==> config.mk <==
export PLATFORM = sky130hd
export DESIGN_NAME = sc_mult_seq
export DESIGN_NICKNAME = d
export VERILOG_FILES = /design/src/rtl/sc_mult_seq.sv
export SDC_FILE = /design/constraint.sdc
export NUM_CORES = 1
export LEC_CHECK = 0
export ABC_AREA = 1
export CAP_MARGIN = 20
export CORE_AREA = 5 5 92 94
export CTS_CLUSTER_DIAMETER = 150
export DETAILED_ROUTE_END_ITERATION = 16
export DIE_AREA = 0 0 97 99
export PLACE_DENSITY = 0.74
export SYNTH_ARGS = -nofsm -noshare
export SYNTH_HDL_FRONTEND = slang
export SYNTH_SLANG_ARGS = --single-unit
==> constraint.sdc <==
create_clock -name clk -period 2.61 [get_ports clk]
set_clock_uncertainty 0.05 [all_clocks]
set_input_delay 0.522 -clock clk [delete_from_list [all_inputs] [get_ports clk]]
set_output_delay 0.522 -clock clk [all_outputs]
set_load 0.03 [all_outputs]
==> src/rtl/sc_mult_seq.sv <==
// Sequencer for one stochastic-multiply run driven by an external 32-bit LFSR.
// Optional SC_BIPOLAR_EN adds a latched mode input selecting XNOR (bipolar) multiply.
module sc_mult_seq #(
  parameter int unsigned WIDTH = 8,
  parameter int unsigned LEN_W = 16
) (
  input  logic             clk,
  input  logic             rst,
  input  logic             start,
  input  logic [WIDTH-1:0] value_a,
  input  logic [WIDTH-1:0] value_b,
  input  logic [LEN_W-1:0] stream_len,
`ifdef SC_BIPOLAR_EN
  input  logic             mode,
`endif
  input  logic [31:0]      lfsr_q,
  output logic             lfsr_reseed,
  output logic             lfsr_enable,
  output logic             sn_a,
  output logic             sn_b,
  output logic             sn_out,
  output logic             bit_valid,
  output logic             busy,
  output logic             done,
  output logic [LEN_W-1:0] result
);

  typedef enum logic [1:0] {StIdle, StReseed, StRun, StDone} state_e;

  state_e           state_q, state_d;
  logic [WIDTH-1:0] a_q, b_q;
  logic [LEN_W-1:0] rem_q;
  logic [LEN_W-1:0] ones_q;
  logic             mode_q;
  logic             raw_a, raw_b, raw_prod;
  logic             accept;

  // Only the two comparator slices of the LFSR state are consumed.
  logic unused_lfsr;
  assign unused_lfsr = ^lfsr_q;

  assign accept = (state_q == StIdle) && start;

  always_comb begin
    state_d     = state_q;
    lfsr_reseed = 1'b0;
    lfsr_enable = 1'b0;
    bit_valid   = 1'b0;
    busy        = 1'b0;
    done        = 1'b0;
    unique case (state_q)
      StIdle: begin
        if (start) state_d = StReseed;
      end
      StReseed: begin
        lfsr_reseed = 1'b1;
        busy        = 1'b1;
        state_d     = (rem_q == '0) ? StDone : StRun;
      end
      StRun: begin
        lfsr_enable = 1'b1;
        bit_valid   = 1'b1;
        busy        = 1'b1;
        if (rem_q == LEN_W'(1)) state_d = StDone;
      end
      StDone: begin
        done    = 1'b1;
        state_d = StIdle;
      end
      default: state_d = StIdle;
    endcase
  end

  assign raw_a = (lfsr_q[WIDTH-1:0] < a_q);
  assign raw_b = (lfsr_q[31 -: WIDTH] < b_q);

`ifdef SC_BIPOLAR_EN
  assign raw_prod = mode_q ? ~(raw_a ^ raw_b) : (raw_a & raw_b);
`else
  assign raw_prod = raw_a & raw_b;
  assign mode_q   = 1'b0;
  logic unused_mode;
  assign unused_mode = mode_q;
`endif

  assign sn_a   = bit_valid & raw_a;
  assign sn_b   = bit_valid & raw_b;
  assign sn_out = bit_valid & raw_prod;
  assign result = ones_q;

  always_ff @(posedge clk or posedge rst) begin
    if (rst) begin
      state_q <= StIdle;
      a_q     <= '0;
      b_q     <= '0;
      rem_q   <= '0;
      ones_q  <= '0;
    end else begin
      state_q <= state_d;
      if (accept) begin
        a_q    <= value_a;
        b_q    <= value_b;
        rem_q  <= stream_len;
        ones_q <= '0;
      end else if (state_q == StRun) begin
        rem_q  <= rem_q - LEN_W'(1);
        ones_q <= ones_q + LEN_W'(sn_out);
      end
    end
  end

`ifdef SC_BIPOLAR_EN
  always_ff @(posedge clk or posedge rst) begin
    if (rst) begin
      mode_q <= 1'b0;
    end else if (accept) begin
      mode_q <= mode;
    end
  end
`endif

endmodule

; ---- Word level (Yosys, flattened, before mapping)
; Index checks and enable logic that the tools add are counted.
[totals]
out_inout_bits = 24
ff_bits = 50
wordCells = 37
[classes]
n_lt_le_gt_ge = 2
n_bitwise = 4
n_reduce_logical = 6
n_addsub = 2
mux = 12
eq_ne = 6
[op_table]
columns = op, n
row1 = $mux W16, 4
row2 = $add A16 B1 Y16, 1
row3 = $eq A16 B1 Y1 const B, 1
row4 = $logic_not A16 Y1, 1
row5 = $lt A8 B8 Y1, 2
row6 = $sub A16 B1 Y16 const B, 1
row7 = $pmux W2 S4, 1
row8 = $mux W1, 5
row9 = $and A1 B1 Y1, 4
row10 = $eq A2 B2 Y1 const B, 2
row11 = $mux W2, 2
row12 = $ne A2 B2 Y1 const B, 2
row13 = $eq A2 B1 Y1 const B, 1
row14 = $logic_not A2 Y1, 1
row15 = $reduce_and A2 Y1, 1
row16 = $reduce_bool A2 Y1, 1
row17 = $reduce_or A2 Y1, 1
row18 = $logic_and A1 B1 Y1, 1

; ---- Longest topological paths before layout
; Gate-level depths: netlist of run 1.
[depth]
word_depth = 6
depth_mapped = 17
mapped_depth_nobuf = 17

; ---- Least setup slack after synthesis of run 1
; OpenSTA, ideal clock, no wires.
[synth_path]
kind = register to register
start = register state_q[0]
end = register ones_q[13], in the netlist result[13]
setup_ps = 117
path_slack_ps = -313
arrival_ps = 2757
stages_incl_launch_ff = 17
n_path_buf = 0
required_time_ps = 2443
cell_sequence = dfrtp_1 > inv_1 > ha_1 > inv_2 > nor2_1 > nand2_1 > nor3b_1 > nand2_1 > nor2_1 > ha_1 > nand3_2 > nor2_2 > nand2_2 > inv_2 > nand3_2 > nor2_1 > nor2_1
[synth_via]
elab_chain_cells = 6
word_cells_on_any_way = 9
classes_between = 1 x add/sub / 1 x eq/ne / 3 x mux / 1 x bitwise / 3 x reduce/logical
[synth_rtl]
columns = element, line
row1 = from (decl), 30  ; state_e state_q, state_d;
row2 = from (signal assigned), 93  ; state_q <= StIdle;
row3 = from (signal assigned), 99  ; state_q <= state_d;
row4 = $eq A2 B2 Y1, 51  ; unique case (state_q)
row5 = $mux W1, 51
row6 = net bit_valid, 22  ; output logic bit_valid,
row7 = $and A1 B1 Y1, 88  ; assign sn_out = bit_valid & raw_prod;
row8 = net sn_out, 21  ; output logic sn_out,
row9 = $add A16 B1 Y16, 107  ; ones_q <= ones_q + LEN_W'(sn_out);
row10 = $mux W16, 105  ; end else if (state_q == StRun) begin
row11 = $mux W16, 100  ; if (accept) begin
row12 = to (signal assigned), 107
row13 = to (decl), 33  ; logic [LEN_W-1:0] ones_q;
; The timed path passes the listed nets, and every way through them passes these cells. The select of a mux whose other input is x is not followed.
; A chain may end at the register's enable or synchronous reset.

; ---- Worst setup path in the final report of run 1
[layout_path]
start = input port lfsr_q[5]
end = output port sn_a
[layout_via]
elab_chain_cells = 2
[layout_rtl]
columns = element, line
row1 = from (decl), 16  ; input logic [31:0] lfsr_q,
row2 = $lt A8 B8 Y1, 74  ; assign raw_a = (lfsr_q[WIDTH-1:0] < a_q);
row3 = $and A1 B1 Y1, 86  ; assign sn_a = bit_valid & raw_a;
row4 = to (decl), 19  ; output logic sn_a,
; No other way between the ends.

==> impl_metrics.ini, run 1 <==
[run_status]
outcome = completed

[global_route]
met3_usage_pct = 5.38
top_usage_layer = met2
grt.total_usage_pct = 17.2
grt_first_pass_wirelength_mm = 14.0
use_met1_pct = 21.3
use_met2_pct = 29.4
antenna_found_initial = 0
grt_overflow = 0
grt_pass1_vias = 3115
grt_max_degree = 32

[power]
swShare_pct = 44.7
combPwrFrac_pct = 54.0
leakage_nw = 2.16
p_int_mw = 2.03
power_density_mw_per_mm2 = 828
switchingPower_mw = 1.64
clkPwrFrac_pct = 13.0
power_frac_seq_pct = 33.0
ir_drop_v = 0.000464

[floorplan]
die_area_mm2 = 0.00960
die_width_um = 97
die_y_um = 99
std_cell_rows = 32
ios = 91
initial_core_util_pct = 43.0
core_area_mm2 = 0.00757

[cts]
path_clk_slew_ns = 0.09
clock_latency_ns = 0.30
clock_sinks = 50
clock_path_buffers = 2
cts_tree = built
cts_root_buf = clkbuf_8
holdBufCountCts = 0
cts_made_buffers = 5
htree_num_levels = 2

[critical_path]
r2r_slack_ns = 0.26
required_ns = 2.04
cpMostUsedCell = buf_4
path_max_fanout = 2
cp_cell_sequence = clkdlybuf4s50_1, ha_1, nand4_1, nor3b_4, nand2_2, buf_4, buf_4, inv_1, buf_6
max_stage_delay_ns = 0.40
rr_worst_depth = 18
rr_startpoint = state_q[0]$_DFFE_PP0P_
cp_slowest_cell = clkdlybuf4s50_1
path_buf_inv = 5
startpoint_type = input port
r2r-end = result[13]$_DFFE_PP0P_
crit_arrival_ns = 1.99
path_delay_family = buffers and inverters
crit_type = input port to output port
setup.worst_path.end_class = output port

[flow_run]
maxCapViolations = 0

[synth]
synth_nets = 550
syn_area_mm2 = 0.00325
synth_cells = 460
yosysWarnings = 0
synth-seq-area-share_pct = 38.5
yosys.cell_types.count = 30
synth-seq-cells = 50
avgSynthCellArea_um2 = 7.07

[cells_and_area]
fin_nets = 636
area_growth_pct = 36.0
diodes = 0
drive_gt1_share_pct = 11.5

[timing]
layout_setup_ws_ns = 0.0459
slew_viol_final = 0
period_share_pct = 98.2
tightest_slew_ns = 0.431
max_freq_ghz = 0.390
fin_crit_ns = 2.56
finalSetupViolations = 0
relSlewSlack_pct = 71.2
finalSetupTns_ns = 0
finalHoldViolCount = 0

[detailed_routing]
route.detailed.drc = 0
drtPass1Iterations = 5
wirelength_mm = 8.07
vias = 3094
viasPerCell = 4.77
wl_per_cell_um = 12.4
antenna_left = 0
dr.first_iter.drc_count = 108

[worst_hold_path]
hp-start = b_q[0]$_DFFE_PP0P_
hold-path-endpoint = b_q[0]$_DFFE_PP0P_
hold_path.class = register to register
min_delay_path_depth = 2

[placement]
port_buffers = 74
dp_hpwl_mm = 6.13
place.gp.congestion = 0.860
place_ws_ns = -0.314
-- cells in the final DEF, fill, tap and decap left out, types with 11 or more instances in the layout --
master / instances
buf_4: 16
inv_1: 69
nor2_1: 54
nand3_1: 33
nand2_1: 131
clkdlybuf4s50_1: 65
ha_1: 16
o21ai_0: 24
a21oi_1: 11
dfrtp_1: 50
-- power groups by stage --
| stage | registers (mW) | clock network [mW] | logic, mW |
|---|---|---|---|
| after floorplan | 1.19 | 0 | 1.31 |
| final | 1.21 | 0.477 | 1.98 |
| after global placement | 1.22 | 0 | 1.76 |
| after detailed placement | 1.22 | 0 | 1.82 |
| after global routing | 1.24 | 0.520 | 2.25 |
| after CTS | 1.21 | 0.495 | 1.83 |
-- per-layer routing --
layer / vias up / share of wire, %
met5: - / 0
met4: 0 / 1.2
met3: 10 / 6.3
met2: 85 / 48
met1: 1374 / 45
li1: 1625 / -
-- flip-flops by register name, indices dropped and copies added (netlist names) --
signal   cells
a_q          8
rem_q       16
b_q          8
state_q      2
result      16
-- timing repair --
item,4_1_cts,5_1_grt
setup buffers,1,3
resized for setup,5,28
endpoints found under the setup margin,4,15
pin swaps,5,16
-- worst reg2reg max path, cell delays in order, from the launching register on --
cell	delay [ns]
dfrtp_1	0.39
inv_1	0.11
ha_2	0.20
inv_2	0.04
nor2_1	0.07
nand2_1	0.08
nor3b_4	0.20
nand2_2	0.08
nor2_2	0.12
buf_6	0.13
ha_4	0.15
nand3_4	0.09
nor2_4	0.13
nand2_2	0.07
inv_2	0.07
nand3_2	0.07
nand2_1	0.06
nand2_1	0.04
nor2_1	0.10
-- cells in the mapped netlist, drive strengths merged --
cell	count	share of area, %
nand3b	1	0.23
o211ai	3	0.69
buf	7	1.4
a21oi	17	2.6
a22o	1	0.27
o21a	1	0.23
nand2	134	16
nor3b	2	0.46
dfrtp	50	38
o221ai	1	0.27
nor2	61	7.8
nand3	37	6.5
nand4	6	1.2
ha	23	8.8
nor3	6	1.2
o311ai	1	0.27
o21ai	28	4.3
clkbuf	4	0.46
o22ai	3	0.58
inv	74	8.5
-- kinds of logic (layout without fill, tap and decap cells) --
logic type,Yosys count,in the layout,synth area share (%)
buf+inv,85,172,10.4
compound gates,55,55,9.23
fa+ha+maj,23,23,8.85
simple gates,247,247,33.0
flops,50,50,38.5
-- stage by stage --
stage	util, %	cell area (µm²)	hold slack (ns)	instances	power (mW)
after global routing	58.4	4420	0.455	649	4.01
after CTS	56.3	4260	0.445	646	3.54
after floorplan	-	3260	0.399	460	2.50
after global placement	54.8	4150	0.420	637	2.98
final	58.4	4420	0.440	649	3.66
after detailed placement	54.8	4150	0.420	637	3.04
-- worst max-delay path by stage --
stage	from	to	slack, ns	depth (start not counted)
3_3_place_gp	lfsr_q[7]	result[13]$_DFFE_PP0P_	-0.23	15
3_5_place_dp	lfsr_q[7]	result[10]$_DFFE_PP0P_	-0.31	13
4_1_cts	lfsr_q[27]	sn_out	0.005	9
2_1_floorplan	state_q[0]$_DFFE_PP0P_	result[13]$_DFFE_PP0P_	0.0003	16
6_report	lfsr_q[5]	sn_a	0.05	9
5_1_grt	lfsr_q[31]	result[13]$_DFFE_PP0P_	-0.03	16
-- final cells by class --
type / count / area, µm²
Fill cell: 684 / 3140
Multi-Input combinational cell: 325 / 1810
Sequential cell: 50 / 1250
Inverter: 74 / 278
Clock inverter: 1 / 5.00
Timing Repair Buffer: 90 / 868
Tap cell: 102 / 128
Clock buffer: 7 / 86.3
Note: power is estimated with default switching activity, not from simulation.
==> run 2: changes to the inputs <==
SLEW_MARGIN = 15   (was not set)
==> results of run 2 <==
Same layout as run 1: the final DEF is identical, and so are final timing and power.
